**src/rtl/cpu_pkg.sv**
```systemverilog
// ============================================================================
// Module      : cpu_pkg
// Description : Widths and latencies shared by the functional units, the
//               issuer and the result collector.
// Revision    : 1.0 - initial release
// ============================================================================
`default_nettype none

package cpu_pkg;

    localparam int WORD_W       = 64;
    localparam int FU_LATENCY   = 7;
    localparam int TAG_W        = 5;
    localparam int RESULT_DEPTH = 8;

endpackage

`default_nettype wire

```
**src/rtl/result_fifo.sv**
```systemverilog
// ============================================================================
// Module      : result_fifo
// Description : Synchronous FIFO with wrapping pointers and an occupancy count.
// Revision    : 1.0 - initial release
// ============================================================================
`default_nettype none

module result_fifo #(
    parameter int W     = 69,
    parameter int DEPTH = 8,
    parameter int CNT_W = $clog2(DEPTH + 1)
) (
    input  logic             clk,
    input  logic             rst,
    input  logic             push,
    input  logic [W-1:0]     din,
    input  logic             pop,
    output logic [W-1:0]     dout,
    output logic             full,
    output logic             empty,
    output logic [CNT_W-1:0] count
);

    localparam int c_ptr_w = (DEPTH > 1) ? $clog2(DEPTH) : 1;

    logic [W-1:0]       r_mem [DEPTH];
    logic [c_ptr_w-1:0] r_wr_ptr;
    logic [c_ptr_w-1:0] r_rd_ptr;
    logic [CNT_W-1:0]   r_count;
    logic               w_do_push;
    logic               w_do_pop;

    function automatic logic [c_ptr_w-1:0] next_ptr(input logic [c_ptr_w-1:0] p);
        return (p == c_ptr_w'(DEPTH - 1)) ? '0 : p + c_ptr_w'(1);
    endfunction

    assign full      = (r_count == CNT_W'(DEPTH));
    assign empty     = (r_count == '0);
    assign count     = r_count;
    assign dout      = r_mem[r_rd_ptr];
    // A write into a full FIFO is dropped unless the same edge frees the head.
    assign w_do_push = push & (~full | pop);
    assign w_do_pop  = pop & ~empty;

    always_ff @(posedge clk) begin
        if (w_do_push) begin
            r_mem[r_wr_ptr] <= din;
        end
    end

    always_ff @(posedge clk or posedge rst) begin
        if (rst) begin
            r_wr_ptr <= '0;
            r_rd_ptr <= '0;
            r_count  <= '0;
        end else begin
            if (w_do_push) begin
                r_wr_ptr <= next_ptr(r_wr_ptr);
            end
            if (w_do_pop) begin
                r_rd_ptr <= next_ptr(r_rd_ptr);
            end
            if (w_do_push && !w_do_pop) begin
                r_count <= r_count + CNT_W'(1);
            end else if (w_do_pop && !w_do_push) begin
                r_count <= r_count - CNT_W'(1);
            end
        end
    end

endmodule

`default_nettype wire

```
**src/rtl/alu_result_collector.sv**
```systemverilog
// ============================================================================
// Module      : alu_result_collector
// Description : Tags FU operations, tracks them to the FU output and queues
//               results for writeback under credit flow control.
// Revision    : 1.0 - initial release
// ============================================================================
`default_nettype none

module alu_result_collector #(
    parameter int WIDTH   = cpu_pkg::WORD_W,
    parameter int LATENCY = cpu_pkg::FU_LATENCY,
    parameter int TAG_W   = cpu_pkg::TAG_W,
    parameter int DEPTH   = cpu_pkg::RESULT_DEPTH
) (
    input  logic             clk,
    input  logic             rst,
    input  logic             issue_valid,
    input  logic [TAG_W-1:0] issue_tag,
    output logic             issue_ready,
    input  logic [WIDTH-1:0] fu_result,
    output logic             wb_valid,
    output logic [TAG_W-1:0] wb_tag,
    output logic [WIDTH-1:0] wb_data,
    input  logic             wb_ready,
    output logic             err
);

    localparam int c_cnt_w = $clog2(DEPTH + 1);

    logic                     r_tok_v   [LATENCY];
    logic [TAG_W-1:0]         r_tok_tag [LATENCY];
    logic [c_cnt_w-1:0]       r_cred;
    logic                     r_err;
    logic                     w_accept;
    logic                     w_push;
    logic                     w_pop;
    logic                     w_full;
    logic                     w_empty;
    logic [c_cnt_w-1:0]       w_count;
    logic [TAG_W+WIDTH-1:0]   w_head;

    assign w_pop       = wb_ready & (w_count != '0);
    // A pop in this cycle returns a credit early enough to cover this accept.
    assign issue_ready = (r_cred != '0) | w_pop;
    assign w_accept    = issue_valid & issue_ready;
    assign w_push      = r_tok_v[LATENCY-1];
    assign wb_valid    = ~w_empty;
    assign {wb_tag, wb_data} = w_head;
    assign err         = r_err;

    for (genvar i = 0; i < LATENCY; i++) begin : g_tok
        if (i == 0) begin : g_head
            always_ff @(posedge clk or posedge rst) begin
                if (rst) begin
                    r_tok_v[i]   <= 1'b0;
                    r_tok_tag[i] <= '0;
                end else begin
                    r_tok_v[i]   <= w_accept;
                    r_tok_tag[i] <= issue_tag;
                end
            end
        end else begin : g_body
            always_ff @(posedge clk or posedge rst) begin
                if (rst) begin
                    r_tok_v[i]   <= 1'b0;
                    r_tok_tag[i] <= '0;
                end else begin
                    r_tok_v[i]   <= r_tok_v[i-1];
                    r_tok_tag[i] <= r_tok_tag[i-1];
                end
            end
        end
    end

    always_ff @(posedge clk or posedge rst) begin
        if (rst) begin
            r_cred <= c_cnt_w'(DEPTH);
            r_err  <= 1'b0;
        end else begin
            if (w_accept && !w_pop) begin
                r_cred <= r_cred - c_cnt_w'(1);
            end else if (w_pop && !w_accept) begin
                r_cred <= r_cred + c_cnt_w'(1);
            end
            if (w_push && w_full && !w_pop) begin
                r_err <= 1'b1;
            end
        end
    end

    result_fifo #(
        .W     (TAG_W + WIDTH),
        .DEPTH (DEPTH),
        .CNT_W (c_cnt_w)
    ) u_fifo (
        .clk   (clk),
        .rst   (rst),
        .push  (w_push),
        .din   ({r_tok_tag[LATENCY-1], fu_result}),
        .pop   (w_pop),
        .dout  (w_head),
        .full  (w_full),
        .empty (w_empty),
        .count (w_count)
    );

endmodule

`default_nettype wire

```
**config.mk**
```make
export PLATFORM = sky130hd
export DESIGN_NAME = alu_result_collector
export DESIGN_NICKNAME = d
export VERILOG_FILES = /design/src/rtl/cpu_pkg.sv /design/src/rtl/result_fifo.sv /design/src/rtl/alu_result_collector.sv
export SDC_FILE = /design/constraint.sdc
export NUM_CORES = 1
export LEC_CHECK = 0
export BUFFER_PORTS_ARGS = -buffer_cell sky130_fd_sc_hd__buf_2
export CELL_PAD_IN_SITES_DETAIL_PLACEMENT = 1
export CELL_PAD_IN_SITES_GLOBAL_PLACEMENT = 1
export CORE_MARGIN = 2
export CORE_UTILIZATION = 58
export CTS_CLUSTER_SIZE = 16
export DETAILED_ROUTE_END_ITERATION = 10
export PLACE_DENSITY_LB_ADDON = 0.1
export SLEW_MARGIN = 20
export SYNTH_ARGS = -nofsm -noshare
export SYNTH_HDL_FRONTEND = slang
export SYNTH_SLANG_ARGS = --single-unit
```
**constraint.sdc**
```tcl
create_clock -name clk -period 14.4 [get_ports clk]
set_input_delay 0 -clock clk [delete_from_list [all_inputs] [get_ports clk]]
set_output_delay 0 -clock clk [all_outputs]
set_load 0.02 [all_outputs]
```
## Word-level counts from Yosys, hierarchy flattened

Memories as Yosys holds them, arrays and structs flattened.
Index checks and enable logic that the tools add are counted.

- Flip-flop bits (word level): 57
- Latch bits: 0
- Memory bits (writable): 552
- Memory bits (read-only): 0
- Bits of input ports: 73
- Output and inout bits: 72
- Word-level logic and storage cells: 60
- Memories: 1

- Add/sub/neg operators: 6
- Multiply operators: 0
- Divide/modulo/power cells: 0
- Order comparisons: 0
- Eq/ne operators: 3
- Shift operators: 0
- Mux-type cells: 8
- Bitwise operators: 8
- Reduce and logical (&&, ||, !) cells: 15

Memory list:

| name | words | bits a word | read ports | clocked after Yosys merged registers in | write ports | line | source |
|---|---|---|---|---|---|---|---|
| u_fifo.r_mem | 8 | 69 | 1 | 0 | 1 | result_fifo.sv:26 | `logic [W-1:0] r_mem [DEPTH];` |

Operator list:

| operator | number |
|---|---|
| $mux W4 | 4 |
| $add A4 B1 Y4 const B | 2 |
| $reduce_bool A4 Y1 | 2 |
| $sub A4 B1 Y4 const B | 2 |
| $add A3 B1 Y3 const B | 2 |
| $eq A3 B3 Y1 const B | 2 |
| $logic_and A1 B1 Y1 | 6 |
| $mux W3 | 2 |
| $and A1 B1 Y1 | 4 |
| $eq A4 B4 Y1 const B | 1 |
| $logic_not A1 Y1 | 4 |
| $logic_not A4 Y1 | 1 |
| $reduce_bool A2 Y1 | 2 |
| $mux W1 | 2 |
| $not A1 Y1 | 2 |
| $or A1 B1 Y1 | 2 |

## Longest topological paths before layout

Gate-level depths: netlist of the first run.

- Depth after elaboration: 8
- Mapped depth: 9
- Gate-level depth less buffers: 9

## Modules after synthesis

Synthesis of the first run repeated with hierarchy kept, for this count alone.

- Cells, all modules: 942
- Area, all modules: 22838.2 um^2

By module, submodules not included:

| module | times used | cells each | area each (um^2) | sequential area each (um^2) |
|---|---|---|---|---|
| result_fifo | 1 | 861 | 21385.5 | 16826.1 |
| alu_result_collector | 1 | 81 | 1452.6 | 1177.4 |

## Least setup slack after synthesis of the first run

OpenSTA, ideal clock, no wires.

- Kind: flip-flop to flip-flop
- Start point: reg u_fifo.r_count[0] (netlist: u_fifo.count[0])
- End point: mem u_fifo.r_mem[0][0], enable pin
- Library setup time: 0.666 ns
- Arrival time: 7.282 ns
- Data required time: 13.734 ns
- Setup slack: 6.452 ns
- Cell stages (with the launch flop): 4
- Path buffers: 0
- Clock period less this slack: 7.948 ns
- Path through: dfrtp_1 -> or3_1 -> o21ai_2 -> nor4_1

- Cells in the longest elaborated chain, start to end: 6
- Elaborated cells on any way between the ends: 8
- Classes of those cells: eq/ne (1); mux (2); bitwise (4); reduce/logical (1)

Ends and longest elaborated chain:

| item | line | source |
|---|---|---|
| start: declaration | result_fifo.sv:29 | `logic [CNT_W-1:0] r_count;` |
| start signal: assignment | result_fifo.sv:64 | `r_count <= r_count + CNT_W'(1);` |
| start signal: assignment | result_fifo.sv:66 | `r_count <= r_count - CNT_W'(1);` |
| $reduce_bool A4 Y1 / $eq A4 B4 Y1 (equally long branches) | alu_result_collector.sv:42, result_fifo.sv:37 |  |
| $and A1 B1 Y1 / $not A1 Y1 (equally long branches) | alu_result_collector.sv:42, result_fifo.sv:42 |  |
| $or A1 B1 Y1 (*) | result_fifo.sv:42 | `assign w_do_push = push & (~full \| pop);` |
| $and A1 B1 Y1 (*) | result_fifo.sv:42 |  |
| $mux W1 (*) | result_fifo.sv:46 | `if (w_do_push) begin` |
| $mux W1 (not written as such) (*) | result_fifo.sv:47 | `r_mem[r_wr_ptr] <= din;` |
| end: declaration | result_fifo.sv:26 |  |

Every way passes the cells marked *; elsewhere a longest branch is shown, timed or not.

## Worst setup path in the final report of the first run

- Start point: reg u_fifo.r_rd_ptr[1]
- End point: out wb_data[34]

- Cells in the longest elaborated chain, start to end: 1

Ends and longest elaborated chain:

| item | line | source |
|---|---|---|
| start: declaration | result_fifo.sv:28 | `logic [c_ptr_w-1:0] r_rd_ptr;` |
| start signal: assignment | result_fifo.sv:61 | `r_rd_ptr <= next_ptr(r_rd_ptr);` |
| $mem_v2 Z8 W69 | -- |  |
| end: declaration | alu_result_collector.sv:23 | `output logic [WIDTH-1:0] wb_data,` |

No other way between the ends.

==> impl_metrics.env, run 1 <==
export IMPL_clkTransAtPathRegs_ns=0.06
export IMPL_cts_resized=0
export IMPL_crit_fanout=60
export IMPL_antenna_found_initial=3
export IMPL_ff2ff_path_depth=8
export IMPL_cts_sinks=609
export IMPL_syn_nets=1026
export IMPL_synth_top_cell_by_area="edfxtp_1"
export IMPL_crit_path_frequent_cell="buf_4"
export IMPL_crit_slowest_cell="buf_4"
export IMPL_syn2layout_area_growth_pct=17.8
export IMPL_fin_crit_ns=3.84
export IMPL_synth_area_top_cells="edfxtp_1 73%, mux4_2 14%, dfrtp_1 6.2%"
export IMPL_pwr_share_clk_pct=27.9
export IMPL_postCtsSetupRepairBufs=0
export IMPL_min_period_over_period_pct=26.7
export IMPL_clockBufferDepth=3
export IMPL_drtAntennaViolNets=0
export IMPL_async_flop_share_pct=9.36
export IMPL_p_seq_share_pct=42.5
export IMPL_die_w_um=202
export IMPL_min_to="r_tok_tag[33]"
export IMPL_syn_inst=941
export IMPL_finClkSkew_ns=0.0132
export IMPL_outcome="complete, no violations"
export IMPL_seq_area_frac_synth_pct=79.0
export IMPL_worst_pin_slew_ns=1.04
export IMPL_p_sw_w=0.00170
export IMPL_synth_top_area_share_pct=72.8
export IMPL_first_iter_violations=728
export IMPL_startpoint_type="register"
export IMPL_post_synth_top_count_cell="edfxtp_1"
export IMPL_synth_cell_types=40
export IMPL_ys_ff_latch=609
export IMPL_rrSetupSlack_ns=11.07
export IMPL_hold_start="issue_tag[3]"
export IMPL_arrival_ns=3.84
export IMPL_wl_per_cell_um=27.0
export IMPL_drive_gt1_share_pct=38.7
export IMPL_leakagePower_nw=9.02
export IMPL_cap_violations=0
export IMPL_powerDensity_nw_per_um2=208
export IMPL_rows=72
export IMPL_crit_chain="buf_4 > buf_4 > mux4_2 > mux2_2 > buf_2"
export IMPL_htreeDepth=2
export IMPL_finalNetCount=1283
export IMPL_wl_um=47500
export IMPL_grt_ovfl_total=0
export IMPL_grt_pass1_vias=11754
export IMPL_cts_buffers=59
export IMPL_synth_area_um2=22800
export IMPL_cts_root_buffer="clkbuf_16"
export IMPL_synth_common_cells="552 x edfxtp_1, 138 x mux4_2, 76 x mux2_2"
export IMPL_hold_path_depth=2
export IMPL_port_buffers=144
export IMPL_drc=0
export IMPL_syn_avg_cell_area_um2=24.2
export IMPL_design_die_area_um2=40900
export IMPL_critPathKind="reg -> out"
export IMPL_grt_pass1_wl_um=72600
export IMPL_ys_warnings_count=0
export IMPL_hold_violations=0
export IMPL_clock_latency_ns=0.61
export IMPL_crit_path_end_kind="output pin"
export IMPL_post_dp_hpwl_um=24600
export IMPL_cts_tree="done"
export IMPL_routed_via_density=5.96
export IMPL_core_area_um2=38700
export IMPL_power_frac_comb_pct=29.6
export IMPL_synth_edff_count=552
export IMPL_max_freq_ghz=0.260
export IMPL_internal_power_w=0.00388
export IMPL_firstDrtPassIters=5
export IMPL_timing_setup_tns_ns=0
export IMPL_rr_startpoint="u_fifo.count[0]"
export IMPL_hold_ws_ns=0.0432
export IMPL_fp_dieH_um=202
export IMPL_grtUsageTotal_pct=24.2
export IMPL_worst_hold_path_type="in -> reg"
export IMPL_sw_frac_of_total_pct=30.5
export IMPL_yosys_most_used_dff="edfxtp_1"
export IMPL_grt_max_degree=109
export IMPL_slew_headroom_pct=30.2
export IMPL_required_ns=14.40
export IMPL_rsz0062_at_grt="false"
export IMPL_setup_violations=0
export IMPL_num_vias=10515
export IMPL_hold_buffers=73
export IMPL_max_stage_delay_ns=0.80
export IMPL_vdd_drop_max_v=0.000157
export IMPL_gp_congestion=0.741
export IMPL_power_total_w=0.00559
export IMPL_reg2reg_to="r_cred[3]"
export IMPL_finalMaxSlewViolations=0
export IMPL_pin_count=145
export IMPL_initial_core_util_pct=58.8
-- layout make-up --
class	instances	area, µm²
fillers	3002	11900
clock inverters	31	343
flip-flops and latches	609	18000
repair buffers	237	1610
well taps	518	648
clock buffers	76	1620
diodes	1	2.50
multi-input cells	284	4560
inverters	7	26.3
-- registers in the layout (all words and copies together) (netlist names) --
register,flops
u_fifo.r_mem,552
r_tok_tag,35
r_tok_v,6
r_cred,4
u_fifo.count,4
u_fifo.r_rd_ptr,3
u_fifo.r_wr_ptr,3
err,1
w_push,1
-- power by group through the flow --
stage | logic, W | clock network [W] | registers, W
after floorplan | 0.00125 | 0 | 0.00233
after global placement | 0.00162 | 0 | 0.00239
after detailed placement | 0.00165 | 0 | 0.00241
after CTS | 0.00168 | 0.00159 | 0.00237
after global routing | 0.00177 | 0.00165 | 0.00240
final | 0.00165 | 0.00156 | 0.00237
-- cells by family (layout without fill, tap and decap cells) --
| logic type | after synthesis | in the layout | synth area share (%) |
|---|---|---|---|
| flops | 609 | 609 | 79.0 |
| mux | 216 | 216 | 17.5 |
| buf+inv | 48 | 351 | 1.19 |
| simple gates | 36 | 36 | 0.884 |
| compound gates | 16 | 16 | 0.549 |
| fa+ha+maj | 12 | 12 | 0.725 |
| xor+xnor | 4 | 4 | 0.154 |
| other cells | 0 | 1 | 0 |
-- metrics by stage --
stage,util (%),cells,worst slack [ns],instance area (µm²)
floorplan,-,941,6.45,22800
global placement,62.3,1582,11.18,24100
detailed placement,62.3,1582,11.14,24100
CTS,69.3,1762,10.49,26800
global route,69.3,1763,10.38,26800
finish,69.3,1763,10.56,26800
-- critical path, delay by kind of cell (launching register included) --
| family | cells | cell delay [ns] |
|---|---|---|
| multiplexers | 2 | 0.72 |
| buffers and inverters | 3 | 1.60 |
| flip-flops | 1 | 0.78 |
-- how the worst max path moves through the flow --
stage                       startpoint                  to  slack (ns)
finish              u_fifo.r_rd_ptr[1]         wb_data[34]       10.56
global route        u_fifo.r_rd_ptr[1]         wb_data[34]       10.38
CTS                 u_fifo.r_rd_ptr[1]         wb_data[34]       10.49
detailed placement     u_fifo.count[0]           r_cred[3]       11.14
global placement    u_fifo.r_rd_ptr[1]         wb_data[46]       11.18
floorplan              u_fifo.count[0]  u_fifo.r_mem[0][0]        6.45
-- layer usage --
layer	track usage [%]	part of all wire (%)	up-vias
met5	0	0.053	-
met4	7.98	2.6	4
met3	4.11	5.2	91
met2	40.1	51	322
met1	33.5	41	5624
li1	-	-	4474
-- placed cells by master, fill, tap and decap left out, types with 7 or more instances in the layout --
cell,synthesis,routed
buf_2,6,144
buf_4,0,19
bufinv_16,0,7
clkbuf_1,19,12
clkbuf_16,0,62
clkinv_1,0,7
clkinv_2,0,11
dfrtp_1,56,53
dlygate4sd3_1,0,73
edfxtp_1,552,552
ha_1,10,10
mux2_2,76,76
mux4_2,138,138
(Power assumes the default switching activity.)
==> run 2: changes to the inputs <==
--- a/config.mk
+++ b/config.mk
@@ -9,7 +9,7 @@
 export CELL_PAD_IN_SITES_DETAIL_PLACEMENT = 1
 export CELL_PAD_IN_SITES_GLOBAL_PLACEMENT = 1
 export CORE_MARGIN = 2
-export CORE_UTILIZATION = 58
+export CORE_UTILIZATION = 54
 export CTS_CLUSTER_SIZE = 16
 export DETAILED_ROUTE_END_ITERATION = 10
 export PLACE_DENSITY_LB_ADDON = 0.1
==> constraint.sdc (replaced) <==
create_clock -name clk -period 3.7 [get_ports clk]
set_input_delay 0 -clock clk [delete_from_list [all_inputs] [get_ports clk]]
set_output_delay 0 -clock clk [all_outputs]
set_load 0.02 [all_outputs]
==> impl_metrics.env, run 2 (synthesized netlist as in run 1, its figures left out) <==
export IMPL_finClkSkew_ns=0.0156
export IMPL_internal_power_w=0.0149
export IMPL_hold_violations=0
export IMPL_crit_fanout=8
export IMPL_pin_count=145
export IMPL_cts_root_buffer="clkbuf_16"
export IMPL_required_ns=4.16
export IMPL_min_period_over_period_pct=77.5
export IMPL_fp_dieH_um=209
export IMPL_clockBufferDepth=3
export IMPL_cts_sinks=609
export IMPL_core_area_um2=41800
export IMPL_design_die_area_um2=43900
export IMPL_vdd_drop_max_v=0.000474
export IMPL_powerDensity_nw_per_um2=798
export IMPL_met3_usage_pct=4.37
export IMPL_post_dp_hpwl_um=24800
export IMPL_grt_busiest_layer="met2"
export IMPL_crit_chain="or3_1 > o21ai_2 > buf_4 > inv_1 > ha_1 > inv_1 > ha_1 > or4_1 > nand3_1 > o221ai_1"
export IMPL_max_stage_delay_ns=0.47
export IMPL_use_met1_pct=29.6
export IMPL_num_vias=10333
export IMPL_sw_frac_of_total_pct=30.5
export IMPL_largest_reg_flops=552
export IMPL_pwr_share_clk_pct=26.3
export IMPL_finalNetCount=1293
export IMPL_wl_per_cell_um=25.1
export IMPL_rows=75
export IMPL_grt_ovfl_total=0
export IMPL_max_freq_ghz=0.349
export IMPL_firstDrtPassIters=6
export IMPL_slew_headroom_pct=42.0
export IMPL_startpoint_type="register"
export IMPL_wl_um=45000
export IMPL_cts_buffers=58
export IMPL_met2_usage_pct=35.2
export IMPL_syn2layout_area_growth_pct=18.3
export IMPL_top_regs="u_fifo.r_mem (552), r_tok_tag (35), r_tok_v (6)"
export IMPL_fin_crit_ns=2.87
export IMPL_htreeDepth=2
export IMPL_port_buffers=144
export IMPL_drtAntennaViolNets=0
export IMPL_gp_congestion=0.723
export IMPL_postCtsSetupRepairBufs=0
export IMPL_clock_latency_ns=0.61
export IMPL_routed_via_density=5.76
export IMPL_critPathKind="reg -> reg"
export IMPL_grt_pass1_vias=11577
export IMPL_place_inst=1613
export IMPL_drive_gt1_share_pct=39.1
export IMPL_die_w_um=209
export IMPL_initial_core_util_pct=54.6
export IMPL_arrival_ns=3.33
export IMPL_cap_violations=0
export IMPL_drc=0
export IMPL_largest_register="u_fifo.r_mem"
export IMPL_final_common_cell="edfxtp_1"
export IMPL_worst_hold_path_type="in -> reg"
export IMPL_first_iter_violations=683
export IMPL_leakagePower_nw=9.08
export IMPL_grt_max_degree=65
export IMPL_worst_slack_ns=0.831
export IMPL_p_sw_w=0.00657
export IMPL_diodes=0
export IMPL_rsz0062_at_grt="false"
export IMPL_layout_cells_non_filler=1794
export IMPL_pre_cts_slack_ns=0.850
export IMPL_final_cell_mix="552 x edfxtp_1, 144 x buf_2, 138 x mux4_2"
export IMPL_grtUsageTotal_pct=21.4
export IMPL_grt_pass1_wl_um=69700
export IMPL_finalMaxSlewViolations=0
export IMPL_antenna_found_initial=3
export IMPL_setup_violations=0
export IMPL_crit_buf_inv=3
export IMPL_cts_tree="done"
export IMPL_crit_slowest_cell="or3_1"
export IMPL_power_frac_comb_pct=30.7
export IMPL_p_seq_share_pct=43.0
export IMPL_crit_family="simple AND/OR/NAND/NOR gates"
export IMPL_outcome="complete, no violations"
export IMPL_clkTransAtPathRegs_ns=0.06
export IMPL_worst_pin_slew_ns=0.871
export IMPL_crit_path_end_kind="register"
-- run 2: cell count changes in the layout (fill, tap and decap cells not counted), moves of 4 or more --
cell / change
nor3_4: +4
buf_12: +10
clkinv_2: +8
nor3_2: -4
-- run 2: layout make-up --
type,instances,area (µm²)
clock buffer,74,1560
timing repair buffer,248,1820
multi-input combinational,284,4590
inverter,7,26.3
sequential,609,18000
tap,539,674
clock inverter,33,258
fill,3351,14800
-- run 2: path summary, 6_finish.rpt --
| check | from | endpoint | slack (ns) | cells after the start |
|---|---|---|---|---|
| setup / recovery | u_fifo.count[0] | u_fifo.count[3] | 0.83 | 10 |
| hold / removal | issue_tag[3] | r_tok_tag[33] | 0.04 | 2 |
| setup reg to reg | u_fifo.count[0] | u_fifo.count[3] | 0.83 | 10 |
| hold reg to reg | r_tok_tag[31] | r_tok_tag[26] | 0.34 | 0 |
| max in group asynchronous | rst | u_fifo.r_rd_ptr[1] | 2.32 | 5 |
| min in group asynchronous | rst | r_tok_tag[22] | 0.51 | 4 |
-- run 2: routing by layer --
| metal | up-vias | part of all wire (%) |
|---|---|---|
| met3 | 78 | 4.9 |
| met4 | 6 | 1.9 |
| met2 | 238 | 50 |
| li1 | 4505 | - |
| met1 | 5506 | 43 |
| met5 | - | 0.080 |
-- run 2: per-stage QoR --
step                      total power [W]  util [%]  TNS (ns)  hold slack [ns]  instance area [µm²]
after detailed placement           0.0161      58.4         0           0.0452                24400
after global placement             0.0159      58.4         0           0.0333                24400
after floorplan                    0.0139         -   -181.20           0.0314                22800
final                              0.0215      64.5         0           0.0388                27000
after global routing               0.0225      64.5         0           0.0137                27000
after CTS                          0.0218      64.5         0          0.00550                27000
-- run 2: worst reg2reg max path: stages, from the launching register on --
cell	delay [ns]
dfrtp_1	0.46
or3_1	0.47
o21ai_2	0.15
buf_4	0.22
inv_1	0.08
ha_1	0.25
inv_1	0.14
ha_1	0.31
or4_1	0.45
nand3_1	0.11
o221ai_1	0.11
-- run 2: power groups by stage --
| stage | registers (W) | clock network [W] | logic [W] |
|---|---|---|---|
| after global routing | 0.00935 | 0.00603 | 0.00708 |
| final | 0.00925 | 0.00565 | 0.00660 |
| after floorplan | 0.00902 | 0 | 0.00486 |
| after detailed placement | 0.00940 | 0 | 0.00666 |
| after CTS | 0.00926 | 0.00579 | 0.00676 |
| after global placement | 0.00933 | 0 | 0.00658 |
-- run 2: repair_timing --
item / CTS / global route
hold endpoints to repair: 578 / 0
gates resized for setup: 0 / 0
setup endpoints to repair: 0 / 0
hold buffers: 74 / 0
